## src/rtl/ncc_sequencer.sv

```systemverilog
// Control FSM for the 16x16 NCC PE grid: loads a 64-word descriptor, streams the window, tags results with their column.
// Latency: load strobes are combinational with the accepting handshake; result_valid/result_col appear 1 cycle after the accepting beat.
// Backpressure: ready is a pure function of state; a low valid freezes all counters and strobes (the grid holds).
// Ports: clk/rst (sync, active-high); start; desc_valid/desc_ready; win_valid/win_ready;
//        load_desc_now/load_row/load_col_group; load_win_reg/load_acc_sum_reg;
//        result_valid/result_col; busy; done.
module ncc_sequencer #(
  parameter int ROWS       = 16,
  parameter int COL_GROUPS = 4,
  parameter int WIN_WIDTH  = 640,
  parameter int PIPE_DEPTH = 16
) (
  input  logic                         clk,
  input  logic                         rst,
  input  logic                         start,
  input  logic                         desc_valid,
  output logic                         desc_ready,
  input  logic                         win_valid,
  output logic                         win_ready,
  output logic                         load_desc_now,
  output logic [ROWS-1:0]              load_row,
  output logic [COL_GROUPS-1:0]        load_col_group,
  output logic                         load_win_reg,
  output logic                         load_acc_sum_reg,
  output logic                         result_valid,
  output logic [$clog2(WIN_WIDTH)-1:0] result_col,
  output logic                         busy,
  output logic                         done
);

  localparam int RW = $clog2(ROWS);
  localparam int GW = $clog2(COL_GROUPS);
  localparam int BW = $clog2(WIN_WIDTH + 1);
  localparam int CW = $clog2(WIN_WIDTH);

  localparam logic [1:0] S_IDLE      = 2'd0;
  localparam logic [1:0] S_DESC_LOAD = 2'd1;
  localparam logic [1:0] S_SCAN      = 2'd2;
  localparam logic [1:0] S_DONE      = 2'd3;

  localparam logic [ROWS-1:0]       ROW_ONE = {{(ROWS-1){1'b0}}, 1'b1};
  localparam logic [COL_GROUPS-1:0] GRP_ONE = {{(COL_GROUPS-1){1'b0}}, 1'b1};

  logic [1:0]    state;
  logic [RW-1:0] row_cnt;
  logic [GW-1:0] grp_cnt;
  logic [BW-1:0] beat_cnt;

  logic desc_acc;
  logic win_acc;
  logic last_grp;
  logic last_word;
  logic last_beat;
  logic beat_has_result;

  assign desc_ready = (state == S_DESC_LOAD);
  assign win_ready  = (state == S_SCAN);
  assign busy       = (state != S_IDLE);
  assign done       = (state == S_DONE);

  assign desc_acc = desc_valid && desc_ready;
  assign win_acc  = win_valid && win_ready;

  assign last_grp  = (grp_cnt == GW'(COL_GROUPS - 1));
  assign last_word = last_grp && (row_cnt == RW'(ROWS - 1));
  assign last_beat = (beat_cnt == BW'(WIN_WIDTH - 1));

  // The PE chain needs PIPE_DEPTH beats before its first accumulator is
  // meaningful, so beats 0..PIPE_DEPTH-2 only prime the chain.
  assign beat_has_result = (beat_cnt >= BW'(PIPE_DEPTH - 1));

  assign load_desc_now    = desc_acc;
  assign load_row         = desc_acc ? (ROW_ONE << row_cnt) : '0;
  assign load_col_group   = desc_acc ? (GRP_ONE << grp_cnt) : '0;
  assign load_win_reg     = win_acc;
  assign load_acc_sum_reg = win_acc;

  always_ff @(posedge clk) begin
    if (rst) begin
      state        <= S_IDLE;
      row_cnt      <= '0;
      grp_cnt      <= '0;
      beat_cnt     <= '0;
      result_valid <= 1'b0;
      result_col   <= '0;
    end else begin
      result_valid <= 1'b0;
      case (state)
        S_IDLE: begin
          if (start) state <= S_DESC_LOAD;
        end
        S_DESC_LOAD: begin
          if (desc_acc) begin
            if (last_grp) begin
              grp_cnt <= '0;
              // Explicit wrap keeps the counters at 0 for the next match
              // even if ROWS is not a power of two.
              row_cnt <= last_word ? '0 : row_cnt + RW'(1);
            end else begin
              grp_cnt <= grp_cnt + GW'(1);
            end
            if (last_word) state <= S_SCAN;
          end
        end
        S_SCAN: begin
          if (win_acc) begin
            if (beat_has_result) begin
              result_valid <= 1'b1;
              result_col   <= CW'(beat_cnt - BW'(PIPE_DEPTH - 1));
            end
            if (last_beat) begin
              beat_cnt <= '0;
              state    <= S_DONE;
            end else begin
              beat_cnt <= beat_cnt + BW'(1);
            end
          end
        end
        default: begin
          state <= S_IDLE;
        end
      endcase
    end
  end

endmodule

```

## config.mk

```make
export PLATFORM = sky130hd
export DESIGN_NAME = ncc_sequencer
export DESIGN_NICKNAME = d
export VERILOG_FILES = /design/src/rtl/ncc_sequencer.sv
export SDC_FILE = /design/constraint.sdc
export NUM_CORES = 1
export LEC_CHECK = 0
export ABC_AREA = 1
export CAP_MARGIN = 20
export CORE_MARGIN = 5
export CORE_UTILIZATION = 35
export DETAILED_ROUTE_END_ITERATION = 6
export HOLD_SLACK_MARGIN = 0.05
export PLACE_DENSITY_LB_ADDON = 0.15
export SYNTH_ARGS = -nofsm -noshare
export SYNTH_HDL_FRONTEND = slang
export SYNTH_SLANG_ARGS = --single-unit
```

## constraint.sdc

```tcl
create_clock -name clk -period 2.13 [get_ports clk]
set_input_delay 0.426 -clock clk [delete_from_list [all_inputs] [get_ports clk]]
set_output_delay 0.426 -clock clk [all_outputs]
set_load 0.005 [all_outputs]
```

Word level (Yosys, flattened, before mapping) --
Index checks and enable logic that the tools add are counted.
Storage, ports and cells: register bits after elaboration 29, output and inout bits 38, logic and storage cells 49
Operators by class: add/sub/neg operators 4, magnitude comparators 1, eq/ne operators 11, shift-type cells 2, muxes and demuxes 12, bitwise logic cells 2, reduce and logical (&&, ||, !) cells 11
Operators with widths (number):
- 16-bit 2-to-1 mux | 1
- 1-bit by 4-bit left shift with 16-bit output, first input constant | 1
- 2-bit 2-to-1 mux | 6
- 10-bit by 1-bit adder with 10-bit output, second input constant | 1
- 10-bit equality test, second input constant | 1
- 10-bit by 4-bit >= comparator with 1-bit output, second input constant | 1
- 10-bit 2-to-1 mux | 1
- 10-bit by 4-bit subtractor with 10-bit output, second input constant | 1
- 4-bit 2-to-1 mux | 2
- 2-bit by 1-bit inequality test with 1-bit output, second input constant | 4
- 2-bit equality test, second input constant | 3
- 2-bit one-hot mux with 3 select lines | 1
- 3-bit AND reduction | 2
- 5-bit AND reduction | 1
- 4-bit by 1-bit adder with 4-bit output, second input constant | 1
- 4-bit equality test, second input constant | 1
- 2-bit AND reduction | 2
- 1-bit by 2-bit left shift with 4-bit output, first input constant | 1
- 1-bit logical AND | 3
- 3-bit OR reduction | 1
- 2-bit by 1-bit adder with 2-bit output, second input constant | 1
- 2-bit by 1-bit equality test with 1-bit output, second input constant | 1
- 2-bit logical NOT | 1
- 2-bit inequality test, second input constant | 1
- 3 further kinds | 4

Depth between registers and ports, before layout --
Gate-level depths: netlist of the first run.
depth after elaboration 5, depth in mapped cells 10

Worst setup path before layout of the first run --
No wires, ideal clock.
kind register to output, start register state[1], end output load_row[0], arrival 1121 ps, slack 583 ps, stages on the path, launching flop included 7, path buffers 0, path through dfxtp_1 -> inv_1 -> ha_1 -> nand2_2 -> inv_1 -> nand2_1 -> nor2_1
Between the ends: longest elaborated chain between the ends 3
Ends and longest elaborated chain:
- start: declaration | line 44 | logic [1:0] state;
- start signal: assignment | line 80 | state <= S_IDLE;
- start signal: assignment | line 90 | if (start) state <= S_DESC_LOAD;
- start signal: assignment | line 102 | if (last_word) state <= S_SCAN;
- 2-bit by 1-bit equality test with 1-bit output | line 56 | assign desc_ready = (state == S_DESC_LOAD);
- named net desc_ready | line 17 | output logic desc_ready,
- 1-bit logical AND | line 61 | assign desc_acc = desc_valid && desc_ready;
- named net load_desc_now | line 20 | output logic load_desc_now,
- 16-bit 2-to-1 mux | line 73 | assign load_row = desc_acc ? (ROW_ONE << row_cnt) : '0;
- end: declaration | line 21 | output logic [ROWS-1:0] load_row,
The timed path passes the listed nets, and every way through them passes these cells.

Worst setup path in the final report of the first run --
start input desc_valid, end output load_desc_now
Between the ends: longest elaborated chain between the ends 1
Ends and longest elaborated chain:
- start: declaration | line 16 | input logic desc_valid,
- 1-bit logical AND | line 61
- end: declaration | line 20
Every way passes these cells.

==> results of run 1 <==
## through the flow
step	setup TNS (ns)	hold WS, ns	power [uW]	worst slack, ns
2_1_floorplan	0	0.4625	815.3	0.5826
3_3_place_gp	-2.491	0.4511	983.1	-0.1633
3_5_place_dp	-2.790	0.4579	984.2	-0.1729
4_1_cts	0	0.4751	1575	0.02401
5_1_grt	-0.008486	0.5094	1659	-0.008486
6_report	0	0.4709	1564	0.04183
## worst paths after layout
| check | slack [ns] | cells after the start | endpoint |
|---|---|---|---|
| max | 0.04 | 5 | load_desc_now |
| min | 0.47 | 2 | result_col[4]$_SDFFE_PP0P_ |
| max reg2reg | 0.51 | 10 | result_col[5]$_SDFFE_PP0P_ |
| min reg2reg | 0.47 | 2 | result_col[4]$_SDFFE_PP0P_ |
## sequential cells by signal, indices dropped and copies added, names as in the netlist
name	cells
beat_cnt	10
result_col	10
row_cnt	4
grp_cnt	2
state	2
result_valid	1
## critical path, delay by kind of cell
family        cells  cell delay (ns)
buf+inv           4             1.15
simple gates      1             0.08
## power groups by stage
| stage | registers (uW) | logic [uW] | clock network, uW |
|---|---|---|---|
| 2_1_floorplan | 602 | 213 | 0 |
| 4_1_cts | 598 | 379 | 597 |
| 3_3_place_gp | 610 | 373 | 0 |
| 3_5_place_dp | 610 | 374 | 0 |
| 5_1_grt | 603 | 431 | 625 |
| 6_report | 600 | 375 | 589 |
## logic make-up (layout without fill, tap and decap cells)
kind of cell / Yosys count / in the layout / share of synthesized area [%]
adders and majority gates: 15 / 15 / 10.87
and+or+nand+nor: 128 / 128 / 32.83
DFF: 29 / 29 / 33.62
xor gates and xnor gates: 7 / 7 / 3.551
buffers and inverters: 38 / 91 / 9.348
AOI/OAI and AO/OA: 30 / 30 / 9.782
## repair_timing
item,in CTS,in global routing
endpoints found under the hold margin,0,0
gates resized for setup,26,3
endpoints found under the setup margin,20,3
## area by class of cell
cell class / instances / share of cell area, %
Clock buffer: 7 / 3.645
Clock inverter: 1 / 1.268
Inverter: 33 / 5.335
Multi-Input combinational cell: 180 / 42.42
Sequential cell: 29 / 24.56
Tap cell: 67 / 3.539
Timing Repair Buffer: 50 / 19.23
## cells in the mapped netlist
| cell | n | share of area (%) |
|---|---|---|
| a21oi_2 | 2 | 1.0 |
| nor2_1 | 50 | 11 |
| nand2_2 | 4 | 1.4 |
| a31oi_1 | 2 | 0.72 |
| nand2_1 | 47 | 10 |
| nand4_2 | 1 | 0.72 |
| nand3_1 | 15 | 4.3 |
| inv_1 | 31 | 6.7 |
| xor2_1 | 7 | 3.6 |
| a211oi_1 | 2 | 0.87 |
| nand2_4 | 1 | 0.65 |
| o21ai_0 | 11 | 3.2 |
| buf_6 | 2 | 1.3 |
| o21ai_1 | 1 | 0.29 |
| inv_2 | 2 | 0.43 |
| nand4_1 | 4 | 1.4 |
| clkbuf_1 | 2 | 0.43 |
| a21oi_1 | 11 | 3.2 |
| nor2_2 | 4 | 1.4 |
| nor2_4 | 1 | 0.65 |
| dfxtp_1 | 29 | 34 |
| nand3_4 | 1 | 1.0 |
| buf_4 | 1 | 0.43 |
| ha_1 | 15 | 11 |
| a2bb2oi_1 | 1 | 0.51 |
## layer usage
metal  part of all wire [%]  wire, um
met5                      0         0
met1                     50      1947
met3                    5.7       221
met4                    1.9        73
met2                     42      1627
==> metrics, run 1 <==
n_diodes=0; Critical Path Source Type=input pin; Synth Register Bits=29; final hold vios=0; all-layer global routing usage=between 10% and 20%; chip width=about 80 um; Max-cap violations=0; crit path max fanout=3; GR Overflow Total=0; num ports=43; hold_sp=result_col[4]$_SDFFE_PP0P_; Final Core Density=between 40% and 50%; fmax=478.9 MHz; grt met3 use=3.924%; Mean Syn Cell Area=6.991 sq um; ratio of cells with drive above 1 in the final layout=12.33%; cts hold-fix bufs=0; number of core rows=25; Fin Clk Skew=between 0.006 and 0.007 ns; GRT met2 Usage=20.53%; sequential power share=a little under two fifths; Via-to-Cell Ratio=4.439; cell area after placement=0.002253 sq mm; number of global-route vias before repair=1,520; drt total wl=between 3000 and 4000 um; Initial Utilization=36.32%; CP Launch Point=desc_valid; Req. time, crit path=1.70 ns; most used routing layer=met2; Die Ht=80.24 um; Slew @ Worst Pin=0.4939 ns; RSZ-0062 raised after global routing=true; period utilisation layout=98.04%; CP max-delay cell=clkdlybuf4s50_1; GR Layer Usage met1=17.19%; H-Tree Depth=2; CP Class=input pin to primary output; CTS tree=done; global-route wire length before repair=between 6000 and 7000 um; CTS Buffer Depth=2; commonest non-fill, non-tap cells in the layout=50 x nor2_1, 45 x nand2_1, 30 x inv_1; Yosys cell types=25; mapped cell area=0.001727 sq mm; crit path DAT=between 1.5 and 2 ns; Worst-path clk slew=0.07 ns; Final ANT Viol Nets=0; starting DRC count in detailed routing=67; Non-Filler Instances=approximately 370; Hold Path Class=flop to flop; DP Wirelength=2934 um; largest net degree at the start of global routing=17; Pleak=0.001097 uW; Die Area=~0.0064 sq mm; Port Buf Inserts=42; routed len/inst=roughly 11 um; Finished Cell Area=roughly 0.0024 sq mm; DRT Pass-1 Iters=4; Slew Viols, Final=0; sequential share of the synthesized area=about a third; Pwr Density=660.3 mW/mm^2; CP endpoint kind=primary output; Relative slew margins=67.04%; core area=between 0.004 and 0.005 sq mm; clk root buf=clkbuf_8; nets@finish=between 300 and 400; Worst-Skew Late Latency=0.28 ns; sw power=430.1 uW; detailed-route DRC error count=0; Num CTS Buffers=5; Clock Sinks=29; cell internal pwr=1134 uW; clock power share=37.6%; routability congestion estimate=0.8064; switching share of total power=27.50%; placed cells=359; status=finished, final reports clean; worst r2r src=state[0]$_SDFFE_PP0P_; Ys Warns=0; Sequential cell area=between 500 and 600 sq um; Area Growth Syn to Fin=37.17%; commonest non-fill, non-tap cell in the layout=nor2_1; vias post-DR=1,629; setup violators final=0; Syn Nets=around 270; Post-CTS Setup Repair Bufs=0; CP Cell Sequence=clkdlybuf4s50_1 -> nand2_2 -> inv_4 -> buf_4 -> clkdlybuf4s50_1; initial antenna violation count=0; crit-path most repeated cell=clkdlybuf4s50_1; multi-input logic area=approximately 0.001 sq mm; fill count=roughly 500; worst vdd ir=0.4330 mV; Max stage delay on crit path=0.49 ns; cells after synthesis=between 200 and 250; share of total power in combinational logic=24.0%; min Tclk post-route=~2.1 ns
Note: power is estimated with default switching activity, not from simulation.
==> inputs of run 2 (changes only) <==
- SETUP_SLACK_MARGIN: not set -> 0.5
==> metrics, run 2 (synthesis results as in run 1) <==
Hold Path Class=flop to flop (unchanged); Initial Utilization=36.32% (unchanged); switching share of total power=29.20% (was 27.50%); nets@finish=330 (was 319); Relative slew margins=66.30% (was 67.04%); Final ANT Viol Nets=0 (unchanged); final hold vios=0 (unchanged); sequential power share=34.8% (was 38.4%); setup violators final=0 (unchanged); crit path DAT=1.38 ns (was 1.66 ns); Critical Path Source Type=flop (was input pin); Worst-Skew Late Latency=0.28 ns (about the same); CP Cell Sequence=inv_4 -> ha_4 -> nand2_4 -> inv_4 -> buf_6 -> nand2_8 -> nor2_4 -> buf_2 (was clkdlybuf4s50_1 -> nand2_2 -> inv_4 -> buf_4 -> clkdlybuf4s50_1); H-Tree Depth=2 (unchanged); routability congestion estimate=0.8064 (unchanged); DP Wirelength=2934 um (unchanged); Pleak=0.001117 uW (was 0.001097 uW); CTS tree=done (unchanged); clk root buf=clkbuf_8 (unchanged); commonest non-fill, non-tap cells in the layout=44 x nand2_1, 34 x nor2_1, 28 x inv_1 (was 50 x nor2_1, 45 x nand2_1, 30 x inv_1); CP endpoint kind=primary output (unchanged); cts hold-fix bufs=0 (unchanged); num ports=43 (unchanged); crit path max fanout=8 (was 3); Slew Viols, Final=0 (unchanged); Port Buf Inserts=42 (unchanged); share of total power in combinational logic=31.5% (was 24.0%); GR Overflow Total=0 (unchanged); placed cells=359 (unchanged); Area Growth Syn to Fin=48.55% (was 37.17%); min Tclk post-route=1.809 ns (was 2.088 ns); Worst-path clk slew=0.07 ns (about the same); starting DRC count in detailed routing=76 (was 67); routed len/inst=11.22 um (was 10.54 um); Max stage delay on crit path=0.35 ns (was 0.49 ns); chip width=80.24 um (unchanged); Regs by FF count=beat_cnt: 10 flops, result_col: 10 flops, row_cnt: 4 flops (unchanged); period utilisation layout=84.93% (was 98.04%); fmax=552.8 MHz (was 478.9 MHz); detailed-route DRC error count=0 (unchanged); commonest non-fill, non-tap cell in the layout=nand2_1 (was nor2_1); CP Class=flop to primary output (was input pin to primary output); initial antenna violation count=0 (unchanged); CP max-delay cell=dfxtp_4 (was clkdlybuf4s50_1); Req. time, crit path=1.70 ns (about the same); number of global-route vias before repair=1,615 (was 1,520); global-route wire length before repair=7196 um (was 6858 um); vias post-DR=1,722 (was 1,629); Clock Sinks=29 (unchanged); multi-input logic area=0.001154 sq mm (was 0.001005 sq mm); Fin Clk Skew=0.007361 ns (was 0.006835 ns); largest net degree at the start of global routing=17 (unchanged); cell internal pwr=1244 uW (was 1134 uW); DRT Pass-1 Iters=4 (unchanged); Die Ht=80.24 um (unchanged); Non-Filler Instances=378 (was 367); worst vdd ir=0.4478 mV (was 0.4330 mV); sw power=513.2 uW (was 430.1 uW); fill count=488 (was 504); Pwr Density=685.2 mW/mm^2 (was 660.3 mW/mm^2); clock power share=33.7% (was 37.6%); number of core rows=25 (unchanged); Slew @ Worst Pin=0.5050 ns (was 0.4939 ns); CTS Buffer Depth=2 (unchanged); Sequential cell area=594.3 sq um (was 581.8 sq um); all-layer global routing usage=14.09% (was 13.38%); n_diodes=0 (unchanged); Max-cap violations=0 (unchanged); Via-to-Cell Ratio=4.556 (was 4.439); RSZ-0062 raised after global routing=true (unchanged); total chip power=1757 uW (was 1564 uW); ratio of cells with drive above 1 in the final layout=32.15% (was 12.33%); drt total wl=4240 um (was 3870 um); crit-path most repeated cell=inv_4 (was clkdlybuf4s50_1); Die Area=0.006438 sq mm (unchanged); core area=0.004755 sq mm (unchanged); Num CTS Buffers=5 (unchanged); status=finished, final reports clean (unchanged)
[run 2: cell types whose count changed in the layout (fill, tap and decap cells not counted), moves of 5 or more]
cell	previous run	this run
clkdlybuf4s50_1	22	13
nor2_2	4	10
dlygate4sd2_1	20	2
nor2_1	50	34
buf_6	0	5
nor2_4	1	11
buf_4	8	15
buf_2	0	19
[run 2: power by group through the flow]
stage          Combinational [uW]  Clock (uW)  Sequential (uW)
6_report                      554         592              611
3_5_place_dp                  374           0              610
2_1_floorplan                 213           0              602
3_3_place_gp                  373           0              610
4_1_cts                       464         597              610
5_1_grt                       609         624              614
[run 2: final cells by class]
class	count	share of cell area (%)
multi-input cells	180	44.98
flip-flops and latches	29	23.17
clock buffers	7	3.366
well taps	67	3.268
clock inverters	1	1.171
repair buffers	61	18.73
inverters	33	5.317
[run 2: timing repair]
action,in CTS,in global routing
endpoints found under the setup margin,30,33
endpoints found under the hold margin,0,0
gates resized for setup,134,34
pin swaps,13,10
buffers inserted,6,5
[run 2: layer usage]
metal / part of all wire, % / vias up / track usage [%] / wire length, um
met3: 5.5 / 10 / 3.924 / 233
met4: 2.0 / 0 / 7.264 / 83
met2: 45 / 42 / 22.27 / 1924
met1: 47 / 764 / 17.32 / 1999
met5: 0 / - / 0 / 0
li1: - / 906 / - / -
[run 2: stage by stage]
| step | util [%] | area, sq um | hold WS, ns | setup TNS, ns | worst slack [ns] |
|---|---|---|---|---|---|
| after floorplan | - | 1727 | 0.4625 | 0 | 0.5826 |
| after global placement | 47.39 | 2253 | 0.4511 | -2.491 | -0.1633 |
| after detailed placement | 47.39 | 2253 | 0.4579 | -2.790 | -0.1729 |
| after CTS | 51.18 | 2434 | 0.4751 | 0 | 0.3153 |
| after global routing | 53.95 | 2565 | 0.5094 | 0 | 0.2673 |
| final | 53.95 | 2565 | 0.4711 | 0 | 0.3209 |
[run 2: worst paths after layout]
check / startpoint / to / slack, ns / cells past startpoint
setup / recovery: state[1]$_SDFFE_PP0P_ / load_row[11] / 0.32 / 8
hold / removal: result_col[4]$_SDFFE_PP0P_ / result_col[4]$_SDFFE_PP0P_ / 0.47 / 2
setup reg to reg: state[1]$_SDFFE_PP0P_ / beat_cnt[8]$_SDFFE_PP0P_ / 0.57 / 11
hold reg to reg: result_col[4]$_SDFFE_PP0P_ / result_col[4]$_SDFFE_PP0P_ / 0.47 / 2
[run 2: critical path, delay by kind of cell, from the launching register on]
family	cells	cell delay, ns
adder cells (fa/ha/maj)	1	0.14
buffers and inverters	4	0.34
flip-flops	1	0.35
AND/OR/NAND/NOR	3	0.25
==> inputs of run 3 (changes only) <==
- clock period: 2.13 -> 1.8 ns (I/O delays scaled with it)
==> metrics, run 3 (synthesis results as in run 1) <==
status=finished, final reports clean (unchanged); RSZ-0062 raised after global routing=true (unchanged); routability congestion estimate=0.7862 (was 0.8064); chip width=80.24 um (unchanged); Worst-Skew Late Latency=0.28 ns (about the same); sequential power share=30.9% (was 34.8%); Hold Path Class=flop to flop (unchanged); global-route wire length before repair=7300 um (was 7196 um); crit path max fanout=8 (unchanged); clock power share=34.8% (was 33.7%); routed len/inst=12.09 um (was 11.22 um); Pwr Density=765.6 mW/mm^2 (was 685.2 mW/mm^2); critical path's top delay family=buffers and inverters (was flip-flops); Initial Utilization=36.32% (unchanged); cell internal pwr=1645 uW (was 1244 uW); CTS tree=done (unchanged); number of global-route vias before repair=1,587 (was 1,615); Critical Path Source Type=flop (unchanged); Area Growth Syn to Fin=76.38% (was 48.55%); Num CTS Buffers=5 (unchanged); n_diodes=0 (unchanged); Final Core Density=64.05% (was 53.95%); CP endpoint kind=primary output (unchanged); Max stage delay on crit path=0.32 ns (was 0.35 ns); initial antenna violation count=0 (unchanged); detailed-route DRC error count=0 (unchanged); Fin Clk Skew=0.007693 ns (was 0.007361 ns); WHS Path Cells=2 (unchanged); min Tclk post-route=1.714 ns; depth of the most critical reg-to-reg path=11 (unchanged); Max-cap violations=0 (unchanged); DP Wirelength=3186 um (was 2934 um); all-layer global routing usage=14.40% (was 14.09%); Worst-path clk slew=0.06 ns (was 0.07 ns); switching share of total power=29.46% (was 29.20%); largest net degree at the start of global routing=14 (was 17); final hold vios=0 (unchanged); Regs by FF count=beat_cnt: 10 flops, result_col: 10 flops, row_cnt: 4 flops (unchanged); nets@finish=352 (was 330); worst vdd ir=0.5810 mV (was 0.4478 mV); CP Class=flop to primary output (unchanged); CP Cell Sequence=inv_2 -> ha_4 -> nand2_4 -> inv_6 -> buf_12 -> nand2_8 -> nor2_2 -> buf_2 (was inv_4 -> ha_4 -> nand2_4 -> inv_4 -> buf_6 -> nand2_8 -> nor2_4 -> buf_2); CTS Buffer Depth=2 (unchanged); Final ANT Viol Nets=0 (unchanged); crit path DAT=1.35 ns (was 1.38 ns); ratio of cells with drive above 1 in the final layout=51.35% (was 32.15%); period utilisation layout=95.24%; Die Ht=80.24 um (unchanged); Via-to-Cell Ratio=4.595 (was 4.556); fmax=between 500 and 600 MHz; GR Overflow Total=0 (unchanged); vias post-DR=1,838 (was 1,722); starting DRC count in detailed routing=66 (was 76); Slew @ Worst Pin=0.3047 ns (was 0.5050 ns); Worst Path Buf+Inv=4 (unchanged); highest routed metal layer=met4 (unchanged); number of core rows=25 (unchanged); DRT Pass-1 Iters=4 (unchanged); Relative slew margins=79.61% (was 66.30%); drt total wl=4837 um (was 4240 um); core area=0.004755 sq mm (unchanged); Req. time, crit path=1.44 ns (was 1.70 ns); share of total power in combinational logic=34.4% (was 31.5%); Clock Sinks=29 (unchanged); met3 routed WL=276 um (was 233 um); met2 WL=2347 um (was 1924 um); Pleak=0.001307 uW (was 0.001117 uW); sw power=686.8 uW (was 513.2 uW); Port Buf Inserts=42 (unchanged); CP max-delay cell=dfxtp_2 (was dfxtp_4); commonest non-fill, non-tap cell in the layout=nand2_1 (unchanged); WL met1=2159 um (was 1999 um); Slew Viols, Final=0 (unchanged); total chip power=2332 uW (was 1757 uW); commonest non-fill, non-tap cells in the layout=38 x nand2_1, 28 x buf_4, 24 x inv_1 (was 44 x nand2_1, 34 x nor2_1, 28 x inv_1); setup violators final=0 (unchanged); num ports=43 (unchanged); Worst path depth=8 (unchanged); H-Tree Depth=2 (unchanged); Die Area=0.006438 sq mm (unchanged); clk root buf=clkbuf_8 (unchanged)
[run 3: layout make-up]
class / count / area, sq um
clock buffer: 5 / 68.82
clock inverter: 3 / 65.06
fill: 423 / 1709
inverter: 33 / 150.1
multi-input combinational: 180 / 1389
sequential: 29 / 604.3
tap: 67 / 83.83
timing repair buffer: 83 / 684.4
[run 3: stage by stage]
stage | hold slack [ns] | area [sq um] | instances | setup TNS (ns) | setup WS, ns
2_1_floorplan | 0.4625 | 1813 | 247 | 0 | 0.4800
3_3_place_gp | 0.4514 | 2415 | 369 | -5.871 | -0.2900
3_5_place_dp | 0.4704 | 2415 | 369 | -6.074 | -0.3057
4_1_cts | 0.4810 | 2725 | 390 | 0 | 0.1010
5_1_grt | 0.4929 | 3045 | 400 | -0.02581 | -0.01969
6_report | 0.4721 | 3045 | 400 | 0 | 0.08575
[run 3: worst register-to-register path: stages, from the launching register on]
cell and delay [ns]:
dfxtp_2 0.32, inv_2 0.07, ha_4 0.14, nand2_4 0.07
buf_4 0.14, buf_6 0.11, nor2_4 0.08, buf_6 0.10
buf_6 0.10, nand4_1 0.10, o21ai_1 0.14, nor2_1 0.04
[run 3: worst paths after layout]
kind | start | end | slack [ns]
setup / recovery | state[1]$_SDFFE_PP0P_ | load_row[7] | 0.09
setup reg to reg | state[1]$_SDFFE_PP0P_ | row_cnt[3]$_SDFFE_PP0P_ | 0.29
hold / removal | result_col[0]$_SDFFE_PP0P_ | result_col[0]$_SDFFE_PP0P_ | 0.47
hold reg to reg | result_col[0]$_SDFFE_PP0P_ | result_col[0]$_SDFFE_PP0P_ | 0.47
[run 3: power by group through the flow]
stage | Clock, uW | Combinational, uW | Sequential [uW]
2_1_floorplan | 0 | 304 | 727
3_3_place_gp | 0 | 515 | 724
3_5_place_dp | 0 | 520 | 726
4_1_cts | 825 | 609 | 714
5_1_grt | 859 | 879 | 726
6_report | 810 | 802 | 720
[run 3: per-layer routing]
layer | up-vias | track usage (%)
met5 | - | 0
met4 | 0 | 5.068
met3 | 5 | 4.148
met2 | 45 | 23.34
met1 | 840 | 18.10
li1 | 948 | -
[run 3: timing repair]
item	in CTS	in global routing
pin swaps	19	14
endpoints found under the setup margin	60	52
resized for setup	166	73
hold buffers	0	0
setup buffers	13	10
